$ cat src/rtl/morse_pkg.sv
// morse_pkg: shared state encoding and timing defaults for the Morse player
package morse_pkg;
    typedef enum logic [2:0] {IDLE, MARK, GAP, LGAP, DONE} state_t;
    localparam int DOT_UNITS = 1;
    localparam int DEF_DASH_UNITS = 3;
    localparam int DEF_LGAP_UNITS = 3;
    localparam int DEF_MAX_LEN = 5;
endpackage

$ cat src/rtl/morse_unit_counter.sv
// morse_unit_counter: counts unit ticks toward a target, flags the terminating tick
module morse_unit_counter #(
    parameter int W = 2
) (
    input  logic         clk,
    input  logic         rst,
    input  logic         load,
    input  logic         tick,
    input  logic [W-1:0] target,
    output logic         hit
);
    logic [W-1:0] count;
    assign hit = tick && ({1'b0, count} + (W+1)'(1) >= {1'b0, target});
    // clear on load, otherwise count ticks and saturate instead of wrapping
    always_ff @(posedge clk) begin
        if (!rst || load) count <= '0;
        else if (tick && count != '1) count <= count + W'(1);
    end
endmodule

$ cat src/rtl/morse_tx_player.sv
// morse_tx_player: plays one latched Morse letter on led_out, paced by UnitTick
module morse_tx_player
    import morse_pkg::*;
#(
    parameter int MAX_LEN    = DEF_MAX_LEN,
    parameter int DASH_UNITS = DEF_DASH_UNITS,
    parameter int LGAP_UNITS = DEF_LGAP_UNITS
) (
    input  logic               clk,
    input  logic               rst,
    input  logic               start,
    input  logic [MAX_LEN-1:0] pattern,
    input  logic [2:0]         length,
    input  logic               abort,
    input  logic               UnitTick,
    output logic               led_out,
    output logic               busy,
    output logic               done
);
    localparam int CW = $clog2(((DASH_UNITS > LGAP_UNITS) ? DASH_UNITS : LGAP_UNITS) + 1);
    state_t state, next;
    logic [MAX_LEN-1:0] pat_q;
    logic [2:0] len_q, idx, len_c;
    logic [CW-1:0] target;
    logic hit, accept, last, led_d, busy_d, done_d;
    assign accept = state == IDLE && start && !abort;
    assign last = idx == len_q - 3'd1;
    assign len_c = (length > 3'(MAX_LEN)) ? 3'(MAX_LEN) : length;
    // unit budget for the current state; dot/dash picked by the current element bit
    always_comb begin
        target = (state == MARK && pat_q[idx]) ? CW'(DASH_UNITS) :
                 (state == LGAP) ? CW'(LGAP_UNITS) : CW'(DOT_UNITS);
    end
    morse_unit_counter #(.W(CW)) u_cnt (
        .clk(clk), .rst(rst), .load(next != state), .tick(UnitTick),
        .target(target), .hit(hit)
    );
    // state and registered outputs
    always_ff @(posedge clk) begin
        if (!rst) begin
            state <= IDLE;
            led_out <= 1'b0;
            busy <= 1'b0;
            done <= 1'b0;
        end else begin
            state <= next;
            led_out <= led_d;
            busy <= busy_d;
            done <= done_d;
        end
    end
    // next-state: abort beats every tick, start only honoured in IDLE
    always_comb begin
        next = state;
        unique case (state)
            IDLE: next = accept ? ((len_c == 3'd0) ? DONE : MARK) : IDLE;
            MARK: next = abort ? IDLE : hit ? (last ? LGAP : GAP) : MARK;
            GAP:  next = abort ? IDLE : hit ? MARK : GAP;
            LGAP: next = abort ? IDLE : hit ? DONE : LGAP;
            DONE: next = IDLE;
            default: next = IDLE;
        endcase
    end
    // outputs derived from the upcoming state so they register in step with it
    always_comb begin
        led_d = next == MARK;
        busy_d = next != IDLE;
        done_d = next == DONE;
    end
    // letter latch and element index, which moves on only when a mark ends
    always_ff @(posedge clk) begin
        if (!rst) begin
            pat_q <= '0;
            len_q <= '0;
            idx <= '0;
        end else if (accept) begin
            pat_q <= pattern;
            len_q <= len_c;
            idx <= '0;
        end else if (state == MARK && (next == GAP || next == LGAP)) begin
            idx <= idx + 3'd1;
        end
    end
endmodule

$ cat config.mk
export PLATFORM = sky130hd
export DESIGN_NAME = morse_tx_player
export DESIGN_NICKNAME = d
export VERILOG_FILES = /design/src/rtl/morse_pkg.sv /design/src/rtl/morse_unit_counter.sv /design/src/rtl/morse_tx_player.sv
export SDC_FILE = /design/constraint.sdc
export NUM_CORES = 1
export LEC_CHECK = 0
export CORE_UTILIZATION = 30
export CTS_CLUSTER_SIZE = 10
export DETAILED_ROUTE_END_ITERATION = 7
export PLACE_DENSITY = 0.52
export SYNTH_ARGS = -nofsm -noshare
export SYNTH_HDL_FRONTEND = slang
export SYNTH_SLANG_ARGS = --single-unit
$ cat constraint.sdc
create_clock -name clk -period 3.2 [get_ports clk]
set_input_delay 0.48 -clock clk [delete_from_list [all_inputs] [get_ports clk]]
set_output_delay 0.48 -clock clk [all_outputs]
set_load 0.02 [all_outputs]
# Word level (Yosys, flattened, before mapping)
# Cells that the tools add are included.
[op_classes] n_addsub=4 magnitude_cmp=3 n_eq_ne=10 n_mux=15 bitwise_logic=1 n_reduce_logical=14
[op_table] operator="two-way mux 3 bit" n=5
[op_table] operator="equality test 3 x 2 -> 1 bit (second input constant)" n=4
[op_table] operator="two-way mux 2 bit" n=6
[op_table] operator="case mux 3 bit (4 select lines)" n=1
[op_table] operator="equality test 3 x 1 -> 1 bit (second input constant)" n=2
[op_table] operator="logical AND 1 bit" n=6
[op_table] operator="logical NOT 3 bit" n=2
[op_table] operator="less-than comparator 3 x 4 -> 1 bit (second input constant)" n=1
[op_table] operator="adder 2 x 1 -> 3 bit (second input constant)" n=1
[op_table] operator="adder 3 x 1 -> 3 bit (second input constant)" n=1
[op_table] operator="binary-select mux 1 bit (select 3 bit)" n=1
[op_table] operator="equality test 3 bit" n=1
[op_table] operator="equality test 3 bit (second input constant)" n=1
[op_table] operator=">= comparator 3 x 2 -> 1 bit" n=1
[op_table] operator="greater-than comparator 3 bit (second input constant)" n=1
[op_table] operator="inequality test 3 bit" n=1
[op_table] operator="nonzero test 3 bit" n=1
[op_table] operator="subtractor 3 x 1 -> 3 bit (second input constant)" n=1
[op_table] operator="adder 2 x 1 -> 2 bit (second input constant)" n=1
[op_table] operator="logical NOT 1 bit" n=2
[op_table] operator="logical OR 1 bit" n=2
[op_table] operator="two-way mux 1 bit" n=2
[op_table] operator="inequality test 2 bit (second input constant)" n=1
[op_table] operator="OR reduction 2 bit" n=1
[op_table] operator="NOT 1 bit" n=1
[word_totals] regBits=19 inputBits=13 output_inout_bits=3 elab_cells=55

# Longest topological paths before layout
# Gate-level depths: netlist (run 1).
[logic_depth] word_depth=12 depth_mapped=8 mapped_depth_nobuf=8

# By module
# A second synthesis (run 1) with hierarchy kept.
[unflattened] hier_cells=106 hier_area_um2=1083.5
[modules_own_cells] module="morse_tx_player" n_inst=1 cells_each=91 area_each_um2=927.1 seq_area_each_um2=340.3
[modules_own_cells] module="morse_unit_counter" n_inst=1 cells_each=15 area_each_um2=156.4 seq_area_each_um2=40.0

# Worst setup path after synthesis (run 1)
# Ideal clock, no wire load.
[synth_timing] path_kind="flip-flop to flip-flop" from="register idx[0]" to="register state[0]" setup_ns=0.115 arrival_time_ns=2.370 t_required_ns=3.085 slack_ns=0.715 path_stages_with_launch=9 n_path_buf=0 synth_period_minus_slack_ns=2.485 cell_sequence="dfxtp_1 -> mux4_2 -> nand2b_1 -> a211o_1 -> fa_1 -> nor3b_1 -> o21ai_0 -> a41o_2 -> o21a_1"
[synth_between] elab_chain_len=9 elab_cells_between_ends=15 cone_classes="order compare (1); eq/ne (1); mux (11); reduce/logical (2)"
[synth_lines] element="start, declared" line_no="morse_tx_player.sv:23" text="logic [2:0] len_q, idx, len_c;"
[synth_lines] element="start signal, assigned" line_no="morse_tx_player.sv:81" text="idx <= idx + 3'd1;"
[synth_lines] element="binary-select mux 1 bit (select 3 bit)" line_no="morse_tx_player.sv:31" text="target = (state == MARK && pat_q[idx]) ? CW'(DASH_UNITS) :"
[synth_lines] element="two-way mux 1 bit (not written as such)" line_no="morse_tx_player.sv:31"
[synth_lines] element="logical AND 1 bit" line_no="morse_tx_player.sv:31"
[synth_lines] element="two-way mux 2 bit" line_no="morse_tx_player.sv:31"
[synth_lines] element=">= comparator 3 x 2 -> 1 bit" line_no="morse_unit_counter.sv:13" text="assign hit = tick && ({1'b0, count} + (W+1)'(1) >= {1'b0, target});"
[synth_lines] element="logical AND 1 bit" line_no="morse_unit_counter.sv:13"
[synth_lines] element="two-way mux 3 bit, or another cell as far along (2 in a row)" line_no="morse_tx_player.sv:59" text="LGAP: next = abort ? IDLE : hit ? DONE : LGAP;"
[synth_lines] element="case mux 3 bit (4 select lines) *" line_no="morse_tx_player.sv:55" text="unique case (state)"
[synth_lines] element="end signal, assigned" line_no="morse_tx_player.sv:46" text="state <= next;"
[synth_lines] element="end, declared" line_no="morse_tx_player.sv:21" text="state_t state, next;"
# Every way passes the cells marked *; elsewhere a longest branch is shown, timed or not. The select of a mux whose other input is x is not followed.
# A chain may end at the register's enable or synchronous reset.

# Worst setup path after layout (run 1)
# Same ends and word-level chain as after synthesis.

==> results_dict.tcl, run 1 <==
set metrics [dict create \
    row_count 21 \
    yosysSeqAreaShare_pct 36.4 \
    period_share_pct 83.6 \
    dpl.hpwl_um 1580 \
    fmax_mhz 374 \
    synth_area_um2 1050 \
    p_leak_nw 0.486 \
    area_growth_pct 20.3 \
    cts_setup_buffers 0 \
    path_class "flop to flop" \
    syn_inst 112 \
    vias_per_cell 4.79 \
    setup-violations-final 0 \
    worst-path-max-fanout 5 \
    die_area_um2 3730 \
    grt_max_degree 16 \
    setup_slack_ns 0.526 \
    synth_top_family_by_area "simple AND/OR/NAND/NOR gates" \
    h-tree-depth 1 \
    status "finished, final reports clean" \
    tns_ns 0 \
    overflow 0 \
    muxShareOfSynthArea_pct 4.07 \
    dieWidth_um 61.1 \
    ys_ff_latch 19 \
    dp_slack_ns 0.559 \
    crit_arrival_ns 2.88 \
    n_fill_cell 344 \
    die_y_um 61.1 \
    initial_core_util_pct 31.3 \
    cts_hold_buf 0 \
    dr.pass1.iters 4 \
    multiInputGateArea_um2 621 \
    clkLatencyLatePin_ns 0.31 \
    mostFrequentLayoutCells "19 x nand2_1, 19 x dfxtp_1, 15 x clkdlybuf4s50_1" \
    clockRootBuffer "clkbuf_4" \
    dr_total_vias 833 \
    synth_xor_area_share_pct 6.58 \
    cts.path.max_buffers 2 \
    num_io_pins 16 \
    rsz0062_at_grt "false" \
    grt_pass1_vias 814 \
    synth_cell_types 43 \
    synthArstFlopShare_pct 0 \
    postCtsResizedCells 0 \
    clkTransAtPathRegs_ns 0.12 \
    relSlewSlack_pct 66.0 \
    core_um2 3340 \
    fin_crit_ns 2.67 \
    synthAdderAreaFrac_pct 5.50 \
    ir_drop_v 0.000200 \
    clock-sinks 19 \
    syn_nets 129 \
    synth_top_flop_cell "dfxtp_1" \
    remaining_drc_errors 0 \
    drt_iter0_drc 16 \
    drv_slew 0 \
    antenna_found_initial 0 \
    grt_use_total_pct 13.6 \
    clock_skew_ns 0.00655 \
    yosys_warnings 0 \
    cts_tree "yes" \
    hold_viol 0 \
    max_cap_violations 0 \
    postSynthAreaPerCell_um2 9.34 \
    synth_edf_count 0 \
    cp-end-kind "flop" \
    io_buffer_count 15 \
    worstMarginPinSlew_ns 0.506 \
    seqCellArea_um2 380 \
    synth_simple_gate_area_share_pct 24.8 \
    gp_routability_congestion 0.817 \
    drive_gt1_share_pct 10.2 \
    synth_compound_area_share_pct 18.4 \
    ant_nets 0 \
    worstPathRequired_ns 3.41 \
    layout.nets 146 \
    startpoint_type "flop" \
    cts_made_buffers 3 \
    hold_class "flop to flop" \
    powerDensity_nw_per_um2 376 \
    antenna_cells 0 \
    wl_per_cell_um 11.9 \
    grt_pass1_wl_um 3680 \
    routed_wirelength_um 2070 \
]
-- cells in the mapped netlist, types with 2 or more instances --
cell | number | area, um^2
xor2_1 | 2 | 17.5
nand3_1 | 2 | 10.0
nor2b_1 | 2 | 12.5
nor2_1 | 7 | 26.3
ha_1 | 3 | 37.5
mux2i_1 | 2 | 20.0
o21ai_0 | 2 | 10.0
xnor2_1 | 3 | 26.3
nor3_1 | 2 | 10.0
dfxtp_1 | 19 | 380
inv_1 | 6 | 22.5
a21boi_0 | 7 | 52.6
a21oi_1 | 2 | 10.0
and3_1 | 3 | 18.8
nor3_2 | 2 | 20.0
o211ai_1 | 2 | 15.0
o21a_1 | 2 | 15.0
nand2_1 | 19 | 71.3
-- report_power, final --
group          switching [mW]  internal (mW)
logic                  0.0443         0.0446
registers             0.00872          0.246
clock network          0.0823         0.0466
total                   0.135          0.338
-- layer usage --
layer / global-route usage, % / share of wire, %
met1: 18.4 / 51
met5: 0 / 0
met3: 1.89 / 2.5
met4: 5.84 / 1.6
met2: 21.7 / 45
-- kinds of logic after synthesis --
group	count (synthesis)
and+or+nand+nor	46
AOI/OAI and AO/OA	25
DFF	19
buffers and inverters	9
xor gates and xnor gates	6
adders and majority gates	4
muxes	3
-- final cells by class --
cell class,instances,area share (%)
Clock buffer,3,1.79
Inverter,6,1.79
Tap cell,46,4.57
Timing Repair Buffer,15,11.9
Clock inverter,1,0.398
Multi-Input combinational cell,84,49.3
Sequential cell,19,30.2
-- flip-flops by register name, summed over array words and instances, names as in the netlist --
signal       flops
busy             1
done             1
idx              3
led_out          1
len_q            3
pat_q            5
state            3
u_cnt.count      2
-- critical path, stage by stage, from the launching register on --
cell      delay (ns)
dfxtp_1         0.39
mux4_2          0.36
nand2b_1        0.05
a211o_1         0.27
fa_1            0.50
nor3b_1         0.36
o21ai_0         0.19
a41o_2          0.29
o21a_1          0.16
-- metrics by stage --
step                      hold WS [ns]  total power [mW]  util, %  cell area (um^2)  cells
after detailed placement         0.444             0.350     36.9              1230    170
after CTS                        0.460             0.478     37.7              1260    174
after floorplan                  0.431             0.317        -              1050    112
after global routing             0.484             0.498     37.7              1260    174
final                            0.455             0.473     37.7              1260    174
after global placement           0.445             0.349     36.9              1230    170
-- path summary, 6_finish.rpt --
kind         slack (ns)      from        to  cells after the start
max                0.53    idx[0]  state[0]                      8
min                0.46  len_q[1]  len_q[1]                      2
max reg2reg        0.53    idx[0]  state[0]                      8
min reg2reg        0.46  len_q[1]  len_q[1]                      2
(Power assumes the default switching activity.)
==> run 2: changes to the inputs <==
PLACE_DENSITY = 0.54   (was 0.52)
clock period = 2.2 ns   (was 3.2 ns; I/O delays follow)
==> run 2 against run 1 <==
  * The flow now finishes with violations (setup timing)
  * Count of clock-buffer cells in the layout up 1
  * Sequential power rose by 45%
  * Clock skew fell by 0.0016 ns
  * Global-route usage grew 0.58 points
  * Sequential share of layout area shrank 2.4 points
  * Largest power group unchanged
  * Hold slack gained 0.0027 ns
  * Via count increased by 9.7%
  * Die area unchanged
  * Routed wire length up 12%
  * First-iteration DRC count fell by 19%
==> results_dict.tcl, run 2 (synthesis gave the netlist of run 1 again) <==
set metrics [dict create \
    setup_slack_ns -0.179 \
    layout.nets 156 \
    powerDensity_nw_per_um2 519 \
    cts_hold_buf 0 \
    cp_slowest_cell "fa_1" \
    clock-sinks 19 \
    gp_routability_congestion 0.844 \
    remaining_drc_errors 0 \
    worstMarginPinSlew_ns 0.454 \
    drive_gt1_share_pct 21.7 \
    max_cap_violations 0 \
    largest_reg_flops 5 \
    fin_crit_ns 2.38 \
    crit_arrival_ns 2.57 \
    drv_slew 0 \
    clockRootBuffer "clkbuf_4" \
    vias_per_cell 4.97 \
    registers.top_by_ff_count "pat_q" \
    layoutNonFillerInstCount 184 \
    finish.utilization_pct 41.1 \
    cts_made_buffers 3 \
    antenna_cells 0 \
    relSlewSlack_pct 69.6 \
    worstReg2RegStart "idx[0]" \
    antenna_found_initial 0 \
    row_count 21 \
    ant_nets 0 \
    overflow 0 \
    grt_pass1_wl_um 3800 \
    dr_total_vias 914 \
    holdPathEnd "len_q[1]" \
    p_leak_nw 0.541 \
    dieWidth_um 61.1 \
    cts_tree "yes" \
    grt_use_total_pct 14.2 \
    cp-end-kind "flop" \
    hold_viol 0 \
    clkLatencyLatePin_ns 0.29 \
    n_fill_cell 353 \
    period_share_pct 108 \
    startpoint_type "flop" \
    area_growth_pct 31.2 \
    worst-path-max-fanout 4 \
    r2r_slack_ns -0.18 \
    critical_path.max_stage_delay_ns 0.50 \
    rsz0062_at_grt "true" \
    io_buffer_count 15 \
    hold_class "flop to flop" \
    grt_max_degree 11 \
    clock_skew_ns 0.00491 \
    dpl.hpwl_um 1850 \
    dr.pass1.iters 4 \
    place_inst 177 \
    multiInputGateArea_um2 659 \
    fmax_mhz 420 \
    core_um2 3340 \
    cts.path.max_buffers 2 \
    seqCellArea_um2 382 \
    reg2reg_to "state[0]" \
    mostFrequentLayoutCell "nand2_1" \
    mostFrequentLayoutCells "19 x nand2_1, 18 x dfxtp_1, 15 x clkdlybuf4s50_1" \
    setup-violations-final 10 \
    clkTransAtPathRegs_ns 0.11 \
    wl_per_cell_um 12.6 \
    rr_worst_depth 8 \
    finalPower_mw 0.713 \
    worstPathRequired_ns 2.39 \
    num_io_pins 16 \
    path_cells "mux4_2, nand2b_1, a211o_1, fa_1, nor3b_4, o21ai_2, a41o_2, o21a_1" \
    drt_iter0_drc 13 \
    ir_drop_v 0.000264 \
    violations "setup timing" \
    tns_ns -1.07 \
    grt_pass1_vias 906 \
    die_y_um 61.1 \
    status "finished, violations left" \
    h-tree-depth 1 \
    hold_depth 2 \
    routed_wirelength_um 2320 \
    die_area_um2 3730 \
    initial_core_util_pct 31.3 \
    whs_ns 0.458 \
    hold_start "len_q[1]" \
    path_class "flop to flop" \
]
-- run 2: final cells by class --
| type | instances | area share, % |
|---|---|---|
| Multi-Input combinational cell | 84 | 48.0 |
| Sequential cell | 19 | 27.8 |
| Timing Repair Buffer | 25 | 16.4 |
| Tap cell | 46 | 4.19 |
| Clock buffer | 4 | 1.91 |
| Inverter | 6 | 1.64 |
-- run 2: metal layers --
| layer | GRT usage, % | vias to the layer above | wire, um |
|---|---|---|---|
| met2 | 22.4 | 17 | 1100 |
| met1 | 17.9 | 437 | 1100 |
| met3 | 2.10 | 8 | 49 |
| met5 | 0 | - | 0 |
| met4 | 9.74 | 0 | 75 |
| li1 | - | 452 | - |
-- run 2: worst max-delay path, delay by kind of cell, from the launching register on --
kind                       cells  cell delay, ns
DFF                            1            0.34
AOI/OAI and AO/OA              4            0.80
muxes                          1            0.32
and+or+nand+nor                2            0.33
adders and majority gates      1            0.50
-- run 2: metrics by stage --
step	worst slack (ns)	cell area [um^2]
floorplan	-0.0825	1060
global placement	-0.127	1300
detailed placement	-0.169	1300
CTS	-0.181	1350
global route	-0.325	1370
finish	-0.179	1370
-- run 2: timing repair --
item                       4_1_cts  5_1_grt
pin swaps                        2        7
setup endpoints to repair       11       11
buffers inserted                 2        1
gates resized for setup          1        4
-- run 2: worst max path at each step --
stage	start	endpoint	slack, ns	cells after the start
finish	idx[0]	state[0]	-0.18	8
global route	idx[0]	state[0]	-0.33	8
CTS	idx[0]	busy	-0.18	8
detailed placement	idx[0]	idx[1]	-0.17	8
global placement	idx[0]	idx[1]	-0.13	8
floorplan	idx[0]	state[0]	-0.08	8
-- run 2: report_power, final --
part	switching (mW)	total, mW	internal, mW
clock	0.106	0.177	0.0705
combinational	0.0800	0.166	0.0862
sequential	0.0116	0.370	0.358
